$ cat src/rtl/seq_detect_ctrl_pkg.sv
// Shared definitions for the programmable serial sequence detector.
// Holds the controller state encoding, default widths and a length-legality helper.
package seq_detect_ctrl_pkg;

   localparam int unsigned DEF_PAT_W = 4;
   localparam int unsigned DEF_LEN_W = 3;
   localparam int unsigned DEF_CNT_W = 8;

   typedef enum logic [1:0] {
      ST_IDLE = 2'd0,
      ST_RUN  = 2'd1,
      ST_DONE = 2'd2
   } state_e;

   // A length is usable only if it selects at least one and at most max_len pattern bits.
   function automatic logic len_ok(input int unsigned len, input int unsigned max_len);
      return (len >= 1) && (len <= max_len);
   endfunction

endpackage

$ cat src/rtl/seq_detect_ctrl_match_core.sv
// History shift register, fill counter and masked pattern compare.
// Ports:
//   clk, rst_n   clock and async active-low reset
//   clr          flush history and fill counter (takes priority over shift_en)
//   shift_en     shift seq into the history this edge
//   seq          serial data bit
//   pattern      programmed pattern, last received bit in bit 0
//   len          active pattern length
//   hit          combinational: the history after this edge's shift matches
module seq_match_core
   import seq_detect_ctrl_pkg::*;
#(
   parameter int unsigned PAT_W = DEF_PAT_W,
   parameter int unsigned LEN_W = DEF_LEN_W
) (
   input  logic             clk,
   input  logic             rst_n,
   input  logic             clr,
   input  logic             shift_en,
   input  logic             seq,
   input  logic [PAT_W-1:0] pattern,
   input  logic [LEN_W-1:0] len,
   output logic             hit
);

   logic [PAT_W-1:0] hist_q, hist_d;
   logic [LEN_W-1:0] fill_q, fill_d;
   logic [PAT_W-1:0] mask;

   always_comb begin
      hist_d = hist_q;
      fill_d = fill_q;
      if (clr) begin
         hist_d = '0;
         fill_d = '0;
      end else if (shift_en) begin
         hist_d = {hist_q[PAT_W-2:0], seq};
         fill_d = (fill_q >= len) ? len : fill_q + 1'b1;
      end
   end

   // Only the low len bits take part in the compare.
   always_comb begin
      mask = '0;
      for (int i = 0; i < int'(PAT_W); i++) begin
         mask[i] = (i < int'(len));
      end
   end

   // Evaluated on the post-shift history so the controller can register the pulse
   // on the same edge that samples the completing bit.
   assign hit = shift_en && !clr && (fill_d >= len) && (((hist_d ^ pattern) & mask) == '0);

   always_ff @(posedge clk or negedge rst_n) begin
      if (!rst_n) begin
         hist_q <= '0;
         fill_q <= '0;
      end else begin
         hist_q <= hist_d;
         fill_q <= fill_d;
      end
   end

endmodule

$ cat src/rtl/seq_detect_ctrl.sv
// Controller for the programmable serial sequence detector.
// Latches pattern/length/target while idle, arms on start, counts overlapping matches
// and parks in DONE with a sticky done flag once the target count is reached.
// Ports:
//   clk, rst_n                         clock and async active-low reset
//   cfg_we, cfg_pattern, cfg_len,      configuration write (idle only)
//   cfg_target
//   start, abort                       arm / disarm
//   seq, seq_valid                     serial data and its sample strobe
//   detected                           one-cycle match pulse
//   match_cnt                          matches since the last start
//   busy                               high in RUN
//   done, done_ack                     sticky target-reached flag and its clear
module seq_detect_ctrl
   import seq_detect_ctrl_pkg::*;
#(
   parameter int unsigned PAT_W = DEF_PAT_W,
   parameter int unsigned LEN_W = DEF_LEN_W,
   parameter int unsigned CNT_W = DEF_CNT_W
) (
   input  logic             clk,
   input  logic             rst_n,
   input  logic             cfg_we,
   input  logic [PAT_W-1:0] cfg_pattern,
   input  logic [LEN_W-1:0] cfg_len,
   input  logic [CNT_W-1:0] cfg_target,
   input  logic             start,
   input  logic             abort,
   input  logic             seq,
   input  logic             seq_valid,
   output logic             detected,
   output logic [CNT_W-1:0] match_cnt,
   output logic             busy,
   output logic             done,
   input  logic             done_ack
);

   state_e           state_q, state_d;
   logic [PAT_W-1:0] pat_q, pat_d;
   logic [LEN_W-1:0] len_q, len_d;
   logic [CNT_W-1:0] tgt_q, tgt_d;
   logic [CNT_W-1:0] cnt_q, cnt_d;
   logic             det_q, det_d;

   logic             arm;
   logic             shift_en;
   logic             hit;
   logic [CNT_W-1:0] cnt_inc;

   // cfg_we and abort both veto a start in the same cycle.
   assign arm = (state_q == ST_IDLE) && start && !abort && !cfg_we &&
                len_ok(32'(len_q), PAT_W);

   // abort discards anything sampled on its edge, so nothing is shifted either.
   assign shift_en = (state_q == ST_RUN) && seq_valid && !abort;

   assign cnt_inc = cnt_q + 1'b1;

   seq_match_core #(
      .PAT_W (PAT_W),
      .LEN_W (LEN_W)
   ) u_core (
      .clk      (clk),
      .rst_n    (rst_n),
      .clr      (arm),
      .shift_en (shift_en),
      .seq      (seq),
      .pattern  (pat_q),
      .len      (len_q),
      .hit      (hit)
   );

   always_comb begin
      state_d = state_q;
      pat_d   = pat_q;
      len_d   = len_q;
      tgt_d   = tgt_q;
      cnt_d   = cnt_q;
      det_d   = 1'b0;
      unique case (state_q)
         ST_IDLE: begin
            if (cfg_we) begin
               pat_d = cfg_pattern;
               len_d = cfg_len;
               tgt_d = cfg_target;
            end else if (arm) begin
               state_d = ST_RUN;
               cnt_d   = '0;
            end
         end
         ST_RUN: begin
            if (abort) begin
               state_d = ST_IDLE;
            end else if (hit) begin
               det_d = 1'b1;
               if (tgt_q == '0) begin
                  // Unlimited mode: saturate instead of wrapping.
                  if (!(&cnt_q)) begin
                     cnt_d = cnt_inc;
                  end
               end else begin
                  cnt_d = cnt_inc;
                  if (cnt_inc == tgt_q) begin
                     state_d = ST_DONE;
                  end
               end
            end
         end
         ST_DONE: begin
            if (done_ack) begin
               state_d = ST_IDLE;
            end
         end
         default: state_d = ST_IDLE;
      endcase
   end

   always_ff @(posedge clk or negedge rst_n) begin
      if (!rst_n) begin
         state_q <= ST_IDLE;
         pat_q   <= '0;
         len_q   <= '0;
         tgt_q   <= '0;
         cnt_q   <= '0;
         det_q   <= 1'b0;
      end else begin
         state_q <= state_d;
         pat_q   <= pat_d;
         len_q   <= len_d;
         tgt_q   <= tgt_d;
         cnt_q   <= cnt_d;
         det_q   <= det_d;
      end
   end

   assign detected  = det_q;
   assign match_cnt = cnt_q;
   assign busy      = (state_q == ST_RUN);
   assign done      = (state_q == ST_DONE);

endmodule

$ cat config.mk
export PLATFORM = sky130hd
export DESIGN_NAME = seq_detect_ctrl
export DESIGN_NICKNAME = d
export VERILOG_FILES = /design/src/rtl/seq_detect_ctrl_pkg.sv /design/src/rtl/seq_detect_ctrl_match_core.sv /design/src/rtl/seq_detect_ctrl.sv
export SDC_FILE = /design/constraint.sdc
export NUM_CORES = 1
export LEC_CHECK = 0
export ABC_AREA = 1
export CELL_PAD_IN_SITES_DETAIL_PLACEMENT = 0
export CELL_PAD_IN_SITES_GLOBAL_PLACEMENT = 2
export CORE_ASPECT_RATIO = 1.25
export CORE_MARGIN = 2
export CORE_UTILIZATION = 31
export DETAILED_ROUTE_END_ITERATION = 7
export GPL_ROUTABILITY_DRIVEN = 0
export PLACE_DENSITY = 0.76
export SLEW_MARGIN = 20
export SYNTH_ARGS = -nofsm -noshare
export SYNTH_HDL_FRONTEND = slang
export SYNTH_HIERARCHICAL = 1
export SYNTH_SLANG_ARGS = --single-unit
$ cat constraint.sdc
create_clock -name clk -period 3.8 [get_ports clk]
set_input_delay 0.57 -clock clk [delete_from_list [all_inputs] [get_ports clk]]
set_output_delay 0.57 -clock clk [all_outputs]
set_load 0.1 [all_outputs]
After elaboration in Yosys (flattened, before gate mapping)
Cells that the tools add are included.
{"block": "op_classes", "addsub": 2, "n_lt_le_gt_ge": 8, "eq_ne": 12, "muxes": 23, "n_bitwise": 2, "n_reduce_logical": 21}
{"op": "8-bit two-way mux", "count": 6}
{"op": "8-bit case mux with 2 select lines", "count": 1}
{"op": "2-bit two-way mux", "count": 7}
{"op": "6-bit AND reduction", "count": 2}
{"op": "1-bit logical AND", "count": 10}
{"op": "3-bit two-way mux", "count": 3}
{"op": "8-bit by 1-bit adder with 8-bit output (second input constant)", "count": 1}
{"op": "8-bit equality test", "count": 1}
{"op": "8-bit zero test", "count": 1}
{"op": "4-bit two-way mux", "count": 2}
{"op": "8-bit AND reduction", "count": 1}
{"op": "3-bit greater-or-equal comparator", "count": 2}
{"op": "1-bit by 3-bit < comparator with 1-bit output (first input constant)", "count": 2}
{"op": "2-bit by 3-bit < comparator with 1-bit output (first input constant)", "count": 2}
{"op": "2-bit by 1-bit != test with 1-bit output (second input constant)", "count": 3}
{"op": "3-bit by 2-bit != test with 1-bit output (second input constant)", "count": 2}
{"op": "3-bit != test (second input constant)", "count": 2}
{"op": "2-bit case mux with 3 select lines", "count": 1}
{"op": "4-bit bitwise AND", "count": 1}
{"op": "4-bit zero test", "count": 1}
{"op": "2-bit != test (second input constant)", "count": 2}
{"op": "4-bit bitwise XOR", "count": 1}
{"op": "3-bit by 1-bit adder with 3-bit output (second input constant)", "count": 1}
{"op": "3-bit by 1-bit greater-or-equal comparator with 1-bit output (second input constant)", "count": 1}
{"op": "8 further kinds", "count": 12}
{"block": "word_totals", "reg_bits": 33, "out_inout_bits": 11}

Depth between registers and ports, before layout
{"block": "logic_depth", "ltp_word": 13, "mapped_depth": 23, "depth_no_buf": 22}

By module
Netlist, hierarchy kept.
{"module": "seq_detect_ctrl", "n_inst": 1, "cells_per_inst": 189, "area_per_inst_um2": 1515.2, "seq_area_each_um2": 650.6}
{"module": "seq_match_core", "n_inst": 1, "cells_per_inst": 102, "area_per_inst_um2": 671.9, "seq_area_each_um2": 175.2}

Worst setup path before layout
No wires, ideal clock.
{"block": "synth_path", "kind": "register -> register", "startpoint": "register state_q[0]", "endpoint": "register cnt_q[3] (netlist: match_cnt[3])", "setup_ps": 122, "arrival_time_ps": 3051, "slack_ps": 627, "stages_incl_launch_ff": 23, "cell_sequence": "dfrtp_1 buf_6 inv_1 nor2_4 nand2_1 nor2_1 buf_6 nand3_1 nand2_1 inv_1 ha_1 nand3_1 nand3_1 nand2_1 inv_1 nand3_1 nor2_1 nand2_1 o21ai_2 nand2_4 buf_12 nand2_2 o21ai_2"}
{"item": "start, declared", "line": "seq_detect_ctrl.sv:38", "source": "state_e state_q, state_d;"}
{"item": "start signal, assigned", "line": "seq_detect_ctrl.sv:127", "source": "state_q <= state_d;"}
{"item": "2-bit by 1-bit equality test with 1-bit output"}
{"item": "net busy", "line": "seq_detect_ctrl.sv:33", "source": "output logic busy,"}
{"item": "1-bit logical AND (2 in a row)", "line": "seq_detect_ctrl.sv:55", "source": "assign shift_en = (state_q == ST_RUN) && seq_valid && !abort;"}
{"item": "net shift_en", "line": "seq_detect_ctrl.sv:46", "source": "logic shift_en;"}
{"item": "3-bit two-way mux", "line": "seq_detect_ctrl_match_core.sv:36", "source": "end else if (shift_en) begin"}
{"item": "3-bit two-way mux", "line": "seq_detect_ctrl_match_core.sv:33", "source": "if (clr) begin"}
{"item": "net u_core.fill_d[2]", "line": "seq_detect_ctrl_match_core.sv:27", "source": "logic [LEN_W-1:0] fill_q, fill_d;"}
{"item": "3-bit greater-or-equal comparator", "line": "seq_detect_ctrl_match_core.sv:52", "source": "assign hit = shift_en && !clr && (fill_d >= len) && (((hist_d ^ pattern) & mask) == '0);"}
{"item": "1-bit logical AND (2 in a row)", "line": "seq_detect_ctrl_match_core.sv:52"}
{"item": "net hit", "line": "seq_detect_ctrl.sv:47", "source": "logic hit;"}
{"item": "2-bit by 1-bit != test with 1-bit output (no source line)"}
{"item": "6-bit AND reduction (no source line)"}
{"item": "end signal, assigned", "line": "seq_detect_ctrl.sv:131", "source": "cnt_q <= cnt_d;"}
{"item": "end, declared", "line": "seq_detect_ctrl.sv:42", "source": "logic [CNT_W-1:0] cnt_q, cnt_d;"}
The timed path passes the listed nets, and every way through them passes these cells.
A chain may end at the register's enable or synchronous reset.

Worst setup path in the final report
{"block": "layout_path", "startpoint": "register state_q[0]", "endpoint": "register cnt_q[6] (netlist: match_cnt[6])"}
{"item": "2-bit by 1-bit equality test with 1-bit output *", "line": "seq_detect_ctrl.sv:55"}
{"item": "1-bit logical AND * (2 in a row)", "line": "seq_detect_ctrl.sv:55"}
{"item": "net shift_en", "line": "seq_detect_ctrl.sv:46"}
{"item": "4-bit two-way mux", "line": "seq_detect_ctrl_match_core.sv:36"}
{"item": "4-bit two-way mux", "line": "seq_detect_ctrl_match_core.sv:33"}
{"item": "4-bit bitwise XOR", "line": "seq_detect_ctrl_match_core.sv:52"}
{"item": "4-bit bitwise AND", "line": "seq_detect_ctrl_match_core.sv:52"}
{"item": "4-bit zero test", "line": "seq_detect_ctrl_match_core.sv:52"}
{"item": "1-bit logical AND *", "line": "seq_detect_ctrl_match_core.sv:52"}
{"item": "net hit", "line": "seq_detect_ctrl.sv:47"}
{"item": "2-bit by 1-bit != test with 1-bit output (no source line) *"}
{"item": "6-bit AND reduction (no source line) *"}
Mark *: on every way through the listed nets, which the timed path passes. The rest lies on a longest branch.

==> impl_results.md <==
* Mapped Avg Cell Area at 7.52 µm²
* Wire per inst at 12.1 µm
* Max-Cap Viols at 0
* Number of post-CTS setup repair buffers at 0
* # setup viols final at 0
* Finished Core Util at 0.389
* Sequential power share at 0.330
* Crit-path cells: inv_1, nor2_4, nand2_1, nor2_1, inv_1, nand2_1, nand3_1, ha_1, nand3_1, nand3_1, nand2_1, inv_1, nand3_1, nor2_1, nand2_1, o21ai_2, nand2_4, nand2_1, o21ai_2
* DRT antenna net count at 0
* Skew-Pair Late Insertion Delay at 0.29 ns
* Hpwl dp at 4020 µm
* Nature of the critical path startpoint: flip-flop
* Synth-to-Final Area Change at 22.7%
* All-Layer GR Usage at 0.145
* Crit path kind: reg -> reg
* Slew HR at 0.353
* Clock power frac at 0.157
* Remaining global-route overflow at 0
* Commonest non-fill, non-tap cells in the layout: nand2_1 (77), inv_1 (48), dfrtp_1 (33), clkdlybuf4s50_1 (32), nand3_1 (31)
* Tmin final at 3.26 ns
* Static Leak at 1.32 nW
* Slew Viols, Final at 0
* Worst-path clk slew at 0.07 ns
* Initial antenna violation count at 0
* Slowest stage delay, CP at 0.56 ns
* Crit-path most repeated cell: nand2_1
* Diodes inserted at 0
* Combinational share of power at 0.513
* Clock tree buffer depth at 2
* # IOs at 34
* PostCTS Resize Cnt at 0
* Setup Skew at 0.00817 ns
* Commonest non-fill, non-tap cell in the layout: nand2_1
* First-pass GRT wire length at 8800 µm
* Setup_tns at 0 ns
* Net Sw Frac at 0.468
* RSZ-0062 raised after global routing: no
* Initial detailed-routing violation count at 48
* Worst Max-Slew Pin Slew at 0.967 ns
* Yosys warnings at 6
* DIE HEIGHT at 97.9 µm
* CTS Hold Bufs at 0
* Synth Cell Area at 0.00219 mm²
* H-Tree Depth at 2
* Die W at 79.1 µm
* Period utilization at 0.857
* Post-Route WL at 5070 µm
* Via count at 1889
* Number of global-route vias before repair at 1929
* Pin count of the biggest net entering global routing at 34
* Syn Inst Count at 291
* Num rows at 34
* Synth unique cells at 31
* Buffers & Inverters on Critical Path at 3
* Placeable Area at 0.00689 mm²
* CP Max Fanout at 16
* Port Buffers at 33
* Internal at 0.890 mW
* TritonCTS buffer count at 5
* Total Power at 1.67 mW
* Clock root buffer: clkbuf_8
* Reg2Reg Setup Slack at 0.54 ns
* Power Density at 623 mW/mm²
* CTS tree: done
* Syn_nets at 322
* Crit path max-delay family: simple AND/OR/NAND/NOR gates
* Drt via density at 4.50
* Ratio of cells with drive above 1 in the final layout at 0.152
* Class of the worst hold path: reg -> reg
* Outcome: finished, final reports clean
* Clock Sinks at 33
* Sequential-to-total area share from yosys stat at 0.378
* Maximum VDD drop at 0.279 mV
* CP Capture Type: flip-flop
* Final-report hold violation count at 0
* Initial core utilization at 0.317
* Slowest CP cell: dfrtp_1
* DRC violations left at 0
* Full die area at 0.00775 mm²
* Hold Slack at 0.543 ns
* Pre-antenna DRT Iters at 4
* Fin nets at 360
* Critical path required time at 3.98 ns
* CP arrival at 3.43 ns
* Synth Register Bits at 33
* Maximum clock frequency at 307 MHz
* Sw Pwr at 0.782 mW
[worst paths after layout]
kind / endpoint / depth (start not counted) / startpoint
hold / removal: pat_q[0]$_DFFE_PN0P_ / 1 / pat_q[0]$_DFFE_PN0P_
setup / recovery: match_cnt[6]$_DFFE_PN0P_ / 19 / state_q[0]$_DFFE_PN0P_
max in group asynchronous: state_q[1]$_DFFE_PN0P_ / 2 / rst_n
setup reg to reg: match_cnt[6]$_DFFE_PN0P_ / 19 / state_q[0]$_DFFE_PN0P_
hold reg to reg: pat_q[0]$_DFFE_PN0P_ / 1 / pat_q[0]$_DFFE_PN0P_
min in group asynchronous: tgt_q[3]$_DFFE_PN0P_ / 2 / rst_n
[through the flow]
step	cell area (µm²)	setup slack (ns)	std cells
floorplan	2190	0.627	291
finish	2680	0.542	420
CTS	2680	0.509	420
detailed placement	2600	0.325	412
global placement	2600	0.424	412
global route	2680	0.110	420
[cell families (layout without fill, tap and decap cells)]
family	Yosys count	count (layout)	share of synthesized area
AOI/OAI and AO/OA	27	27	0.0847
DFF	33	33	0.378
buffers and inverters	57	96	0.113
muxes	7	7	0.0360
and+or+nand+nor	157	157	0.335
xor gates and xnor gates	2	2	0.00801
adders and majority gates	8	8	0.0458
[worst reg2reg max path, cell delays in order (launching register included)]
cell	delay, ns
dfrtp_1	0.56
inv_1	0.17
nor2_4	0.12
nand2_1	0.11
nor2_1	0.35
inv_1	0.22
nand2_1	0.12
nand3_1	0.10
ha_1	0.29
nand3_1	0.07
nand3_1	0.09
nand2_1	0.05
inv_1	0.04
nand3_1	0.06
nor2_1	0.17
nand2_1	0.12
o21ai_2	0.19
nand2_4	0.17
nand2_1	0.12
o21ai_2	0.05
[metal layers]
layer  routed length [µm]  global-route usage
met1                 2120               0.167
met3                  154              0.0323
met5                    0                   0
met4                   35              0.0398
met2                 2760               0.266
[sequential cells by signal, indices dropped and copies added (netlist names)]
name           flops
len_q              3
tgt_q              8
detected           1
pat_q              4
u_core/hist_q      4
state_q            2
match_cnt          8
u_core/fill_q      3
[power groups by stage]
| stage | sequential [mW] | clock [mW] | combinational, mW |
|---|---|---|---|
| 2_1_floorplan | 0.591 | 0 | 0.646 |
| 3_3_place_gp | 0.563 | 0 | 0.865 |
| 3_5_place_dp | 0.562 | 0 | 0.867 |
| 4_1_cts | 0.555 | 0.275 | 0.873 |
| 5_1_grt | 0.570 | 0.290 | 0.982 |
| 6_report | 0.552 | 0.262 | 0.858 |
[area by class of cell]
type | count | area [µm²]
inverters | 52 | 195
repair buffers | 36 | 350
clock buffers | 5 | 68.8
flip-flops and latches | 33 | 826
multi-input cells | 201 | 1110
well taps | 90 | 113
fillers | 756 | 4210
clock inverters | 3 | 17.5
[Yosys cell counts (all sizes together)]
cell,count,area (µm²)
nor2,32,138
o21bai,1,7.51
nand2,82,325
a21boi,1,7.51
o32ai,1,8.76
nand3,37,223
buf,5,52.6
nand4,4,31.3
xor2,1,8.76
dfrtp,33,826
inv,52,195
o21ai,12,93.8
nor3,2,15.0
xnor2,1,8.76
ha,8,100
a21oi,12,67.6
mux2,7,78.8
Note: power is estimated with default switching activity, not from simulation.
